[src/rtl/exe_mem_skid_reg.sv]
// exe_mem_skid_reg: elastic EXE->MEM pipeline register with a one-entry skid buffer.
// The main entry M drives the outputs. The skid entry S catches one extra entry,
// so in_ready depends only on registered state, freeze and rst.
// Ports:
//   clk, rst                        clock and asynchronous active-high reset
//   freeze, flush                   global stall / synchronous kill of held entries
//   in_valid, in_ready              upstream handshake
//   ctrl_in, dest_in, data_in       incoming payload (word 0 in data_in LSBs)
//   out_valid, out_ready            downstream handshake
//   ctrl_out, dest_out, data_out    outgoing payload (ctrl_out gated by out_valid)
//   occupancy                       entries held (0..2)
//   flush_cnt                       saturating count of valid entries killed by flush
module exe_mem_skid_reg #(
   parameter int unsigned DATA_W    = 32,
   parameter int unsigned NUM_WORDS = 4,
   parameter int unsigned CTRL_W    = 3,
   parameter int unsigned DEST_W    = 4,
   parameter int unsigned CNT_W     = 8
) (
   input  logic                        clk,
   input  logic                        rst,
   input  logic                        freeze,
   input  logic                        flush,
   input  logic                        in_valid,
   output logic                        in_ready,
   input  logic [CTRL_W-1:0]           ctrl_in,
   input  logic [DEST_W-1:0]           dest_in,
   input  logic [DATA_W*NUM_WORDS-1:0] data_in,
   output logic                        out_valid,
   input  logic                        out_ready,
   output logic [CTRL_W-1:0]           ctrl_out,
   output logic [DEST_W-1:0]           dest_out,
   output logic [DATA_W*NUM_WORDS-1:0] data_out,
   output logic [1:0]                  occupancy,
   output logic [CNT_W-1:0]            flush_cnt
);

   localparam int unsigned PAY_W = DATA_W * NUM_WORDS;
   localparam logic [CNT_W:0] CNT_MAX = {1'b0, {CNT_W{1'b1}}};

   logic              mv, sv;
   logic [CTRL_W-1:0] m_ctrl, s_ctrl;
   logic [DEST_W-1:0] m_dest, s_dest;
   logic [PAY_W-1:0]  m_data, s_data;
   logic [CNT_W-1:0]  cnt_q;

   logic              acc, deq;
   logic [1:0]        kill_num;
   logic [CNT_W:0]    cnt_sum;
   logic [CNT_W-1:0]  cnt_nxt;

   // Handshake and status outputs, derived only from registered state and stall/reset.
   always_comb begin
      in_ready  = ~sv & ~freeze & ~rst;
      out_valid = mv;
      ctrl_out  = mv ? m_ctrl : '0;
      dest_out  = m_dest;
      data_out  = m_data;
      occupancy = 2'({1'b0, mv}) + 2'({1'b0, sv});
      flush_cnt = cnt_q;
      acc       = in_valid & in_ready;
      deq       = mv & out_ready & ~freeze;
   end

   // Saturating add of entries discarded by a flush; an entry leaving on deq is not lost.
   always_comb begin
      kill_num = 2'({1'b0, mv & ~deq}) + 2'({1'b0, sv});
      cnt_sum  = (CNT_W+1)'(cnt_q) + (CNT_W+1)'(kill_num);
      cnt_nxt  = (cnt_sum > CNT_MAX) ? CNT_MAX[CNT_W-1:0] : cnt_sum[CNT_W-1:0];
   end

   // Entry storage: flush beats freeze beats normal flow.
   always_ff @(posedge clk or posedge rst) begin
      if (rst) begin
         mv     <= 1'b0;
         sv     <= 1'b0;
         m_ctrl <= '0;
         m_dest <= '0;
         m_data <= '0;
         s_ctrl <= '0;
         s_dest <= '0;
         s_data <= '0;
         cnt_q  <= '0;
      end else if (flush) begin
         mv    <= 1'b0;
         sv    <= 1'b0;
         cnt_q <= cnt_nxt;
      end else if (!freeze) begin
         if (!mv) begin
            if (acc) begin
               mv     <= 1'b1;
               m_ctrl <= ctrl_in;
               m_dest <= dest_in;
               m_data <= data_in;
            end
         end else if (!sv) begin
            if (acc) begin
               if (deq) begin
                  m_ctrl <= ctrl_in;
                  m_dest <= dest_in;
                  m_data <= data_in;
               end else begin
                  sv     <= 1'b1;
                  s_ctrl <= ctrl_in;
                  s_dest <= dest_in;
                  s_data <= data_in;
               end
            end else if (deq) begin
               mv <= 1'b0;
            end
         end else if (deq) begin
            // Skid entry moves up; input is blocked while S is full.
            sv     <= 1'b0;
            m_ctrl <= s_ctrl;
            m_dest <= s_dest;
            m_data <= s_data;
         end
      end
   end

endmodule

[config.mk]
export PLATFORM = sky130hd
export DESIGN_NAME = exe_mem_skid_reg
export DESIGN_NICKNAME = d
export VERILOG_FILES = /design/src/rtl/exe_mem_skid_reg.sv
export SDC_FILE = /design/constraint.sdc
export NUM_CORES = 1
export LEC_CHECK = 0
export CAP_MARGIN = 5
export CORE_MARGIN = 4
export CORE_UTILIZATION = 50
export DETAILED_ROUTE_END_ITERATION = 10
export PLACE_DENSITY = 0.8
export SYNTH_ARGS = -nofsm -noshare
export SYNTH_HDL_FRONTEND = slang
export SYNTH_SLANG_ARGS = --single-unit
[constraint.sdc]
create_clock -name clk -period 11.7 [get_ports clk]
set_input_delay 2.925 -clock clk [delete_from_list [all_inputs] [get_ports clk]]
set_output_delay 2.925 -clock clk [all_outputs]
set_load 0.05 [all_outputs]
## Yosys cells after proc, flatten, opt, wreduce, memory -nomap -nowiden

Index checks and enable logic that the tools add are counted.

- Register bits: 280
- Latch bits: 0
- RAM bits: 0
- Memory bits (read-only): 0
- Input port bits: 141
- Output and inout port bits: 147
- Word-level logic and storage cells: 64
- Memories: 0

- $add $sub $neg: 3
- Multipliers: 0
- Div/mod/pow operators: 0
- Magnitude comparators: 1
- Eq/ne operators: 2
- Shift-type cells: 0
- Mux-type cells: 32
- Bitwise operators: 11
- Reduce and logical (&&, ||, !) cells: 6

Operators with widths:

| operator | number |
|---|---|
| $mux W128 | 6 |
| $mux W4 | 6 |
| $mux W3 | 7 |
| $mux W1 | 12 |
| $add A8 B2 Y9 | 1 |
| $gt A9 B8 Y1 const B | 1 |
| $mux W8 | 1 |
| $and A1 B1 Y1 | 6 |
| $reduce_and A6 Y1 | 1 |
| $reduce_bool A2 Y1 | 3 |
| $not A1 Y1 | 5 |
| $reduce_and A5 Y1 | 1 |
| $add A1 B1 Y2 | 2 |
| $ne A2 B1 Y1 const B | 2 |
| $reduce_and A2 Y1 | 1 |

## Logic depth before layout (Yosys ltp)

Gate-level depths: netlist (run 1).

- Depth in word-level cells: 9
- Mapped depth: 8
- Gate-level depth less buffers: 8

## Worst setup path before layout (run 1)

Ideal clock, no wire load.

- Path type: in2out
- Start point: input port freeze
- End point: output port in_ready
- Data arrival time: 4.001 ns
- Required time: 8.775 ns
- Path slack: 4.774 ns
- Cell stages on the path: 1
- Buffers on the path: 0
- Cells stage by stage: nor3_1

- Longest elaborated chain between the ends: 3

RTL lines:

| what | line | RTL |
|---|---|---|
| start: declaration | 22 | `input logic freeze,` |
| $not A1 Y1 (no source line) | - |  |
| $and A1 B1 Y1 (2 in series) | 54 | `in_ready = ~sv & ~freeze & ~rst;` |
| end: declaration | 25 | `output logic in_ready,` |

Every way passes these cells.

## Worst setup path after layout (run 1)

- Start point: input port rst
- End point: output port in_ready

- Longest elaborated chain between the ends: 2

RTL lines:

| what | line | RTL |
|---|---|---|
| start: declaration | 21 | `input logic rst,` |
| $not A1 Y1 | 54 |  |
| $and A1 B1 Y1 | 54 |  |

Every way passes these cells.

==> flow_metrics.env, run 1 <==
export IMPL_post_cts_setup_buffers=0
export IMPL_cts_sinks=280
export IMPL_status="completed"
export IMPL_ctsLongestPathBuffers=3
export IMPL_grt_setup_unrepaired="false"
export IMPL_grt_start_max_net_pins=124
export IMPL_drt_initial_drc_count=333
export IMPL_grt_first_pass_wirelength_microns=43700
export IMPL_dp_slack_ns=4.288
export IMPL_fill_cells=1691
export IMPL_final_hold_viol_count=0
export IMPL_via_count=7460
export IMPL_syn_area_cell_sq_um=15.49
export IMPL_ys_seq_elements=280
export IMPL_cellLeakagePower_nw=7.384
export IMPL_detailedPlacementHpwl_microns=17880
export IMPL_sequential_area_share_after_synthesis_pct=57.76
export IMPL_synth_largest_area_cell="dfrtp_1"
export IMPL_irDropWorstVdd_v=0.0001557
export IMPL_final_critical_path_time_including_i_o_delays_and_setup_ns=7.409
export IMPL_grt_pass1_vias=7966
export IMPL_yosys_top_cells_area="dfrtp_1 (58%), mux2_2 (37%), buf_2 (1.3%)"
export IMPL_worst_clock_skew_ns=0.004983
export IMPL_core_area_sq_um=23680
export IMPL_netlist_area_sq_um=12130
export IMPL_final_setup_viol_count=0
export IMPL_worst_slew_pin_slew_ns=1.005
export IMPL_layout_core_utilization_pct=68.93
export IMPL_cts_inserted_buffers=31
export IMPL_grt_ovfl_total=0
export IMPL_placedInstanceArea_sq_um=15270
export IMPL_syn_inst=783
export IMPL_floorplan_die_width_microns=163.8
export IMPL_critPathMaxFanout=3
export IMPL_antenna_found_initial=1
export IMPL_replace_congestion=0.7419
export IMPL_track_usage_pct=20.19
export IMPL_hold_buffers=0
export IMPL_synth_top_area_share_pct=57.76
export IMPL_critPathTopFamily="buffers and inverters"
export IMPL_cts_htree_levels=1
export IMPL_slowest_delay_ns=0.83
export IMPL_syn2layout_area_growth_pct=34.57
export IMPL_setup_total_negative_slack_ns=0
export IMPL_ctsRootBufferMaster="clkbuf_16"
export IMPL_avgRoutedWirePerCell_microns=19.40
export IMPL_startpoint_type="input pin"
export IMPL_worst_endpoint_required_ns=8.78
export IMPL_cts_clk_slew_worst_paths_ns=0.06
export IMPL_ys_types=26
export IMPL_max_slew_margin_pct=33.03
export IMPL_power_total_mw=3.120
export IMPL_drt_vias_per_instance=5.291
export IMPL_drive_above_1_share_pct=42.25
export IMPL_worst_slack_ns=4.291
export IMPL_dieArea_sq_um=26820
export IMPL_floorplan_io_pins=288
export IMPL_timing_critical_path_to_type="primary output"
export IMPL_path_class="in -> out"
export IMPL_initial_core_utilization_pct=51.22
export IMPL_yosys_warnings=0
export IMPL_layout_cell_area_non_filler_sq_um=16320
export IMPL_antennaDiodeCount=0
export IMPL_clk_latency_ns=0.54
export IMPL_instances_no_fill=1410
export IMPL_finalHoldWorstSlack_ns=0.4854
export IMPL_critical_path_most_common_cell="clkdlybuf4s50_1"
export IMPL_final_net_count=1211
export IMPL_post_route_drc_count=0
export IMPL_synth_fp_nets=927
export IMPL_power_per_cell_area_nw_per_um2=191.1
export IMPL_holdCritPathClass="reg -> reg"
export IMPL_postRouteAntennaNets=0
export IMPL_cp_data_arrival_time_ns=4.48
export IMPL_cap_viol_max_count=0
export IMPL_place_detailed_instances=1353
export IMPL_maxClockFrequency_mhz=135.0
export IMPL_crit_path_buffers_inverters=2
export IMPL_crit_path_cell_trace="clkdlybuf4s50_1, nor3_1, clkdlybuf4s50_1"
export IMPL_routed_wirelength_microns=27360
export IMPL_slew_violations=0
export IMPL_firstDrtPassIters=4
export IMPL_chipHeight_microns=163.8
export IMPL_postCtsResizedCells=0
export IMPL_timing_final_crit_share_pct=63.33
export IMPL_cts_tree="done"
export IMPL_portBuffers=287
export IMPL_worst_r2r_setup_slack_ns=8.50
export IMPL_critical_path_slowest_cell="clkdlybuf4s50_1"
export IMPL_row_count=56
## synth_stat cells, drive strengths merged
library cell and n:
mux2i 2, ha 2, a311oi 1, clkbuf 8
nor4 1, inv 4, and4 1, o21a 1
a21boi 1, a22oi 1, fa 1, nor2 7
dfrtp 280, nand3 6, and3 2, buf 36
mux2 406, nand4 2, nand2 9, a21oi 3
nor3 3, xor2 2, and2 3, nor2b 1
## cell families after synthesis
logic type	after synthesis	synth area share, %
AND/OR/NAND/NOR	35	1.527
buffers and inverters	48	1.960
flip-flops	280	57.76
multiplexers	408	37.85
adder cells (fa/ha/maj)	3	0.3713
AO/OA/AOI/OAI	7	0.3817
XOR/XNOR	2	0.1444
## report_power, final
| group | switching (mW) | internal, mW | leakage [nW] |
|---|---|---|---|
| registers | 0.0793 | 1.11 | 3.61 |
| clock network | 0.383 | 0.598 | 0.526 |
| logic | 0.588 | 0.361 | 3.24 |
## state kept, by name, indices dropped and copies added, names as in the netlist
name and count:
s_data 128, sv 1, s_ctrl 3, out_valid 1, s_dest 4, data_out 128, m_ctrl 3, flush_cnt 8
dest_out 4
## final timing paths
check	from	to	cells after the start
worst max-delay path	rst	in_ready	3
worst min-delay path	data_out[16]$_DFFE_PP0P_	data_out[16]$_DFFE_PP0P_	1
worst max register to register	sv$_DFFE_PP0P_	s_data[106]$_DFFE_PP0P_	5
worst min register to register	data_out[16]$_DFFE_PP0P_	data_out[16]$_DFFE_PP0P_	1
max in group asynchronous	rst	data_out[83]$_DFFE_PP0P_	3
min in group asynchronous	rst	s_data[32]$_DFFE_PP0P_	2
## metal layers
layer / track usage [%] / share of wire, %
met2: 32.51 / 47
met3: 7.202 / 9.6
met4: 3.622 / 1.3
met5: 0 / 0.048
met1: 26.96 / 42
## layout make-up
class | count | area, sq um | area share [%]
Clock inverter | 11 | 115.1 | 0.7051
Multi-Input combinational cell | 455 | 4906 | 30.05
Timing Repair Buffer | 295 | 2933 | 17.97
Clock buffer | 46 | 942.2 | 5.771
Inverter | 4 | 22.52 | 0.1380
Sequential cell | 280 | 7007 | 42.92
Tap cell | 319 | 399.1 | 2.445
## worst reg2reg max path, cell delays in order, from the launching register on
cell	delay, ns
dfrtp_1	0.54
nor2_1	0.17
nand3_4	0.67
buf_4	0.84
buf_4	0.49
mux2_2	0.38
## layout by cell type (no fill, tap or decap), types with 2 or more instances in the layout
cell type / count
mux2_2: 396
clkbuf_1: 4
and3_1: 2
xor2_1: 2
buf_4: 8
nor3_1: 3
bufinv_16: 2
and2_1: 3
nor2_1: 7
clkinv_2: 6
nand4_1: 2
dfrtp_1: 280
mux2i_1: 2
clkdlybuf4s50_1: 287
clkbuf_16: 31
nand3_1: 5
ha_1: 2
a21oi_1: 3
clkbuf_8: 11
nand2_1: 8
inv_1: 3
mux2_1: 10
Power figures use the tool's default switching activity.
==> inputs of run 2 (changes only) <==
- CORE_UTILIZATION: 50 -> 45
- PLACE_DENSITY: 0.8 -> 0.76
- clock period: 11.7 -> 6 ns (I/O delays scaled with it)
==> flow_metrics.env, run 2 (synthesis results as in run 1) <==
export IMPL_dieArea_sq_um=29650
export IMPL_avgRoutedWirePerCell_microns=18.92
export IMPL_detailedPlacementHpwl_microns=17800
export IMPL_worst_slew_pin_slew_ns=0.8512
export IMPL_antennaDiodeCount=0
export IMPL_routed_wl_met3_microns=2732
export IMPL_r2r_start="out_valid$_DFFE_PP0P_"
export IMPL_setup_total_negative_slack_ns=0
export IMPL_power_total_mw=5.994
export IMPL_power_combinational_fraction_pct=30.8
export IMPL_portBuffers=287
export IMPL_critPathTopFamily="buffers and inverters"
export IMPL_post_cts_setup_buffers=0
export IMPL_post_route_drc_count=0
export IMPL_floorplan_die_width_microns=172.2
export IMPL_final_setup_viol_count=0
export IMPL_cts_tree="done"
export IMPL_worst_clock_skew_ns=0.01200
export IMPL_crit_path_cell_trace="clkdlybuf4s50_1, nor3_1, clkdlybuf4s50_1"
export IMPL_grt_setup_unrepaired="false"
export IMPL_max_slew_margin_pct=43.25
export IMPL_grt_ovfl_total=0
export IMPL_share_of_power_burned_in_the_clock_network_pct=30.5
export IMPL_power_per_cell_area_nw_per_um2=366.8
export IMPL_min_to="data_out[26]$_DFFE_PP0P_"
export IMPL_cap_viol_max_count=0
export IMPL_power_report_internal_total_mw=3.970
export IMPL_maxClockFrequency_mhz=220.9
export IMPL_hold_buffers=0
export IMPL_replace_congestion=0.7685
export IMPL_core_area_sq_um=26280
export IMPL_grt_first_pass_wirelength_microns=42920
export IMPL_holdCritPathClass="reg -> reg"
export IMPL_met2_wirelength_microns=12240
export IMPL_via_count=7386
export IMPL_clk_latency_ns=0.54
export IMPL_status="completed"
export IMPL_final_net_count=1211
export IMPL_detail_route_wirelength_met1_microns=11380
export IMPL_floorplan_io_pins=288
export IMPL_cts_htree_levels=1
export IMPL_postCtsResizedCells=0
export IMPL_critical_path_most_common_cell="clkdlybuf4s50_1"
export IMPL_critical_path_slowest_cell="clkdlybuf4s50_1"
export IMPL_final_hold_viol_count=0
export IMPL_pwr_share_seq_pct=38.6
export IMPL_cp_data_arrival_time_ns=3.03
export IMPL_r2r_end="data_out[16]$_DFFE_PP0P_"
export IMPL_most_common_cell_after_layout_fill_and_taps_aside="mux2_2"
export IMPL_cts_sinks=280
export IMPL_startpoint_type="input pin"
export IMPL_grt_pass1_vias=7953
export IMPL_top_layer_used="met5"
export IMPL_slowest_delay_ns=0.84
export IMPL_initial_core_utilization_pct=46.16
export IMPL_grt_start_max_net_pins=149
export IMPL_rr_worst_depth=4
export IMPL_syn2layout_area_growth_pct=34.72
export IMPL_power_switching_mw=2.024
export IMPL_timing_hold_worst_path_depth=1
export IMPL_slew_violations=0
export IMPL_antenna_found_initial=1
export IMPL_switching_share_pct=33.77
export IMPL_row_count=59
export IMPL_crit_path_buffers_inverters=2
export IMPL_cellLeakagePower_nw=7.372
export IMPL_postRouteAntennaNets=0
export IMPL_critPathMaxFanout=4
export IMPL_drt_vias_per_instance=5.190
export IMPL_ctsLongestPathBuffers=3
export IMPL_timing_final_crit_share_pct=75.46
export IMPL_track_usage_pct=17.89
export IMPL_ctsRootBufferMaster="clkbuf_16"
export IMPL_drive_above_1_share_pct=42.28
export IMPL_most_common_layout_cells="mux2_2 (396), clkdlybuf4s50_1 (287), dfrtp_1 (280)"
export IMPL_path_class="in -> out"
export IMPL_hold_start="data_out[26]$_DFFE_PP0P_"
export IMPL_chipHeight_microns=172.2
export IMPL_firstDrtPassIters=4
export IMPL_irDropWorstVdd_v=0.0002546
export IMPL_worst_r2r_setup_slack_ns=3.23
export IMPL_final_critical_path_time_including_i_o_delays_and_setup_ns=4.528
export IMPL_cts_inserted_buffers=30
export IMPL_worst_endpoint_required_ns=4.50
export IMPL_cts_clk_slew_worst_paths_ns=0.06
export IMPL_timing_critical_path_to_type="primary output"
export IMPL_routed_wirelength_microns=26930
export IMPL_drt_initial_drc_count=256
run 2: cell types whose count changed in the layout (fill, tap and decap cells not counted), moves of 2 or more:
cell | previous run | this run
clkinvlp_4 | 1 | 3
clkbuf_1 | 4 | 2
buf_4 | 8 | 5
buf_12 | 0 | 4
run 2: final cells by class:
| cell class | instances | area (sq um) |
|---|---|---|
| Fill cell | 2021 | 9938 |
| Sequential cell | 280 | 7007 |
| Multi-Input combinational cell | 455 | 4906 |
| Timing Repair Buffer | 296 | 2990 |
| Clock buffer | 43 | 920.9 |
| Tap cell | 335 | 419.2 |
| Clock inverter | 10 | 80.08 |
| Inverter | 4 | 18.77 |
run 2: layer usage:
layer,global-route usage [%],up-vias
li1,-,3389
met1,23.30,3727
met2,28.51,225
met3,7.407,43
met4,3.589,2
met5,0,-
run 2: power groups by stage:
stage / logic, mW / registers, mW / clock network [mW]
finish: 1.85 / 2.32 / 1.83
global route: 1.94 / 2.35 / 1.98
CTS: 1.87 / 2.32 / 1.88
detailed placement: 1.86 / 2.35 / 0
global placement: 1.85 / 2.34 / 0
floorplan: 0.337 / 3.16 / 0
run 2: how the worst max path moves through the flow:
| stage | start | to | slack, ns | cells past startpoint |
|---|---|---|---|---|
| floorplan | rst | data_out[0]$_DFFE_PP0P_ | 0.79 | 1 |
| global placement | freeze | in_ready | 1.45 | 3 |
| detailed placement | freeze | in_ready | 1.47 | 3 |
| CTS | freeze | in_ready | 1.46 | 3 |
| global route | freeze | in_ready | 1.43 | 3 |
| finish | freeze | in_ready | 1.47 | 3 |
run 2: metrics by stage:
stage / setup WS, ns / cells / hold slack (ns) / area [sq um] / util (%)
2_1_floorplan: 0.7927 / 783 / 0.4728 / 12130 / -
3_3_place_gp: 1.450 / 1370 / 0.4682 / 15340 / 58.37
3_5_place_dp: 1.469 / 1370 / 0.4739 / 15340 / 58.37
4_1_cts: 1.457 / 1423 / 0.4878 / 16340 / 62.18
5_1_grt: 1.429 / 1423 / 0.4917 / 16340 / 62.18
6_report: 1.472 / 1423 / 0.4859 / 16340 / 62.18
==> inputs of run 3 (changes only) <==
- CORE_UTILIZATION: 45 -> 50
- PLACE_DENSITY: 0.76 -> 0.8
- clock period: 6 -> 4.66 ns (I/O delays scaled with it)
==> flow_metrics.env, run 3 (synthesis results as in run 1) <==
export IMPL_critPathMaxFanout=4
export IMPL_ctsRootBufferMaster="clkbuf_16"
export IMPL_cp_num_cells=3
export IMPL_setup_total_negative_slack_ns=0
export IMPL_final_net_count=1213
export IMPL_cts_sinks=280
export IMPL_power_total_mw=7.550
export IMPL_final_setup_viol_count=0
export IMPL_portBuffers=287
export IMPL_antennaDiodeCount=0
export IMPL_postCtsResizedCells=0
export IMPL_post_cts_setup_buffers=0
export IMPL_timing_critical_path_to_type="primary output"
export IMPL_grt_first_pass_wirelength_microns=42210
export IMPL_antenna_found_initial=1
export IMPL_chipHeight_microns=163.8
export IMPL_power_combinational_fraction_pct=31.5
export IMPL_power_switching_mw=2.582
export IMPL_share_of_power_burned_in_the_clock_network_pct=28.8
export IMPL_path_class="in -> out"
export IMPL_detailedPlacementHpwl_microns=17980
export IMPL_cts_tree="done"
export IMPL_crit_path_cell_trace="clkdlybuf4s50_1, nor3_1, clkdlybuf4s50_1"
export IMPL_replace_congestion=0.7635
export IMPL_cts_clk_slew_worst_paths_ns=0.06
export IMPL_cts_inserted_buffers=29
export IMPL_cp_data_arrival_time_ns=2.69
export IMPL_syn2layout_area_growth_pct=34.37
export IMPL_dp_slack_ns=0.8084
export IMPL_worst_slew_pin_slew_ns=0.8958
export IMPL_critical_path_most_common_cell="clkdlybuf4s50_1"
export IMPL_register_area_sq_um=7007
export IMPL_dieArea_sq_um=26820
export IMPL_via_count=7389
export IMPL_worst_endpoint_required_ns=3.49
export IMPL_irDropWorstVdd_v=0.0003087
export IMPL_initial_core_utilization_pct=51.22
export IMPL_critical_path_slowest_cell="clkdlybuf4s50_1"
export IMPL_drt_vias_per_instance=5.244
export IMPL_power_per_cell_area_nw_per_um2=463.2
export IMPL_timing_final_crit_share_pct=82.64
export IMPL_fill_cells=1679
export IMPL_critPathTopFamily="buffers and inverters"
export IMPL_instances_no_fill=1409
export IMPL_avgRoutedWirePerCell_microns=19.01
export IMPL_final_hold_viol_count=0
export IMPL_pwr_share_seq_pct=39.7
export IMPL_slew_violations=0
export IMPL_row_count=56
export IMPL_final_critical_path_time_including_i_o_delays_and_setup_ns=3.851
export IMPL_switching_share_pct=34.20
export IMPL_floorplan_die_width_microns=163.8
export IMPL_grt_start_max_net_pins=83
export IMPL_cts_htree_levels=1
export IMPL_grt_setup_unrepaired="false"
export IMPL_power_report_internal_total_mw=4.968
export IMPL_startpoint_type="input pin"
export IMPL_most_common_cell_after_layout_fill_and_taps_aside="mux2_2"
export IMPL_grt_ovfl_total=0
export IMPL_layout_core_utilization_pct=68.82
export IMPL_post_route_drc_count=0
export IMPL_firstDrtPassIters=4
export IMPL_drt_initial_drc_count=375
export IMPL_place_detailed_instances=1357
export IMPL_drive_above_1_share_pct=41.93
export IMPL_worst_clock_skew_ns=0.009133
export IMPL_clk_latency_ns=0.53
export IMPL_cap_viol_max_count=0
export IMPL_grt_pass1_vias=7902
export IMPL_routed_wirelength_microns=26790
export IMPL_worst_slack_ns=0.8091
export IMPL_multiInputGateArea_sq_um=4906
export IMPL_timing_hold_worst_path_depth=1
export IMPL_max_slew_margin_pct=40.15
export IMPL_slowest_delay_ns=0.83
export IMPL_holdCritPathClass="reg -> reg"
export IMPL_maxClockFrequency_mhz=259.7
export IMPL_core_area_sq_um=23680
export IMPL_rr_worst_depth=4
export IMPL_cellLeakagePower_nw=7.365
export IMPL_postRouteAntennaNets=0
export IMPL_track_usage_pct=19.58
export IMPL_status="completed"
export IMPL_hold_buffers=0
export IMPL_ctsLongestPathBuffers=3
export IMPL_floorplan_io_pins=288
export IMPL_crit_path_buffers_inverters=2
export IMPL_most_common_layout_cells="mux2_2 (396), clkdlybuf4s50_1 (287), dfrtp_1 (280)"
## run 3: routing by layer
metal  routed length, microns  track usage (%)  up-vias
met4                      435            3.698        2
li1                         -                -     3394
met5                       13                0        -
met2                    12350            31.38      221
met3                     2640            7.353       38
met1                    11350            25.97     3734
## run 3: area by class of cell
type	count	share of cell area [%]
well taps	319	2.449
clock inverters	8	0.2687
multi-input cells	455	30.10
flip-flops and latches	280	42.99
repair buffers	299	18.79
inverters	4	0.1151
clock buffers	44	5.289
## run 3: path summary, 6_finish.rpt
| check | from | to | slack (ns) |
|---|---|---|---|
| worst max register to register | out_valid$_DFFE_PP0P_ | data_out[58]$_DFFE_PP0P_ | 2.47 |
| min in group asynchronous | rst | out_valid$_DFFE_PP0P_ | 1.24 |
| worst max-delay path | freeze | in_ready | 0.81 |
| worst min-delay path | data_out[35]$_DFFE_PP0P_ | data_out[35]$_DFFE_PP0P_ | 0.48 |
| max in group asynchronous | rst | data_out[86]$_DFFE_PP0P_ | 2.52 |
| worst min register to register | data_out[35]$_DFFE_PP0P_ | data_out[35]$_DFFE_PP0P_ | 0.48 |
## run 3: power groups by stage
stage	clock, mW	combinational (mW)	sequential (mW)
5_1_grt	2.34	2.48	3.04
6_report	2.18	2.38	3.00
3_5_place_dp	0	2.39	3.04
3_3_place_gp	0	2.36	3.03
2_1_floorplan	0	0.433	4.07
4_1_cts	2.24	2.40	3.00
## run 3: worst reg2reg max path, stage by stage (launching register included)
cell and delay (ns):
dfrtp_1 0.53, nand2_4 0.15, buf_4 0.63, mux2_2 0.50, mux2_2 0.26
## run 3: metrics by stage
step	area, sq um	hold WS (ns)
global placement	15390	0.4658
CTS	16300	0.4872
global route	16300	0.5033
finish	16300	0.4845
detailed placement	15390	0.4740
floorplan	12130	0.4728
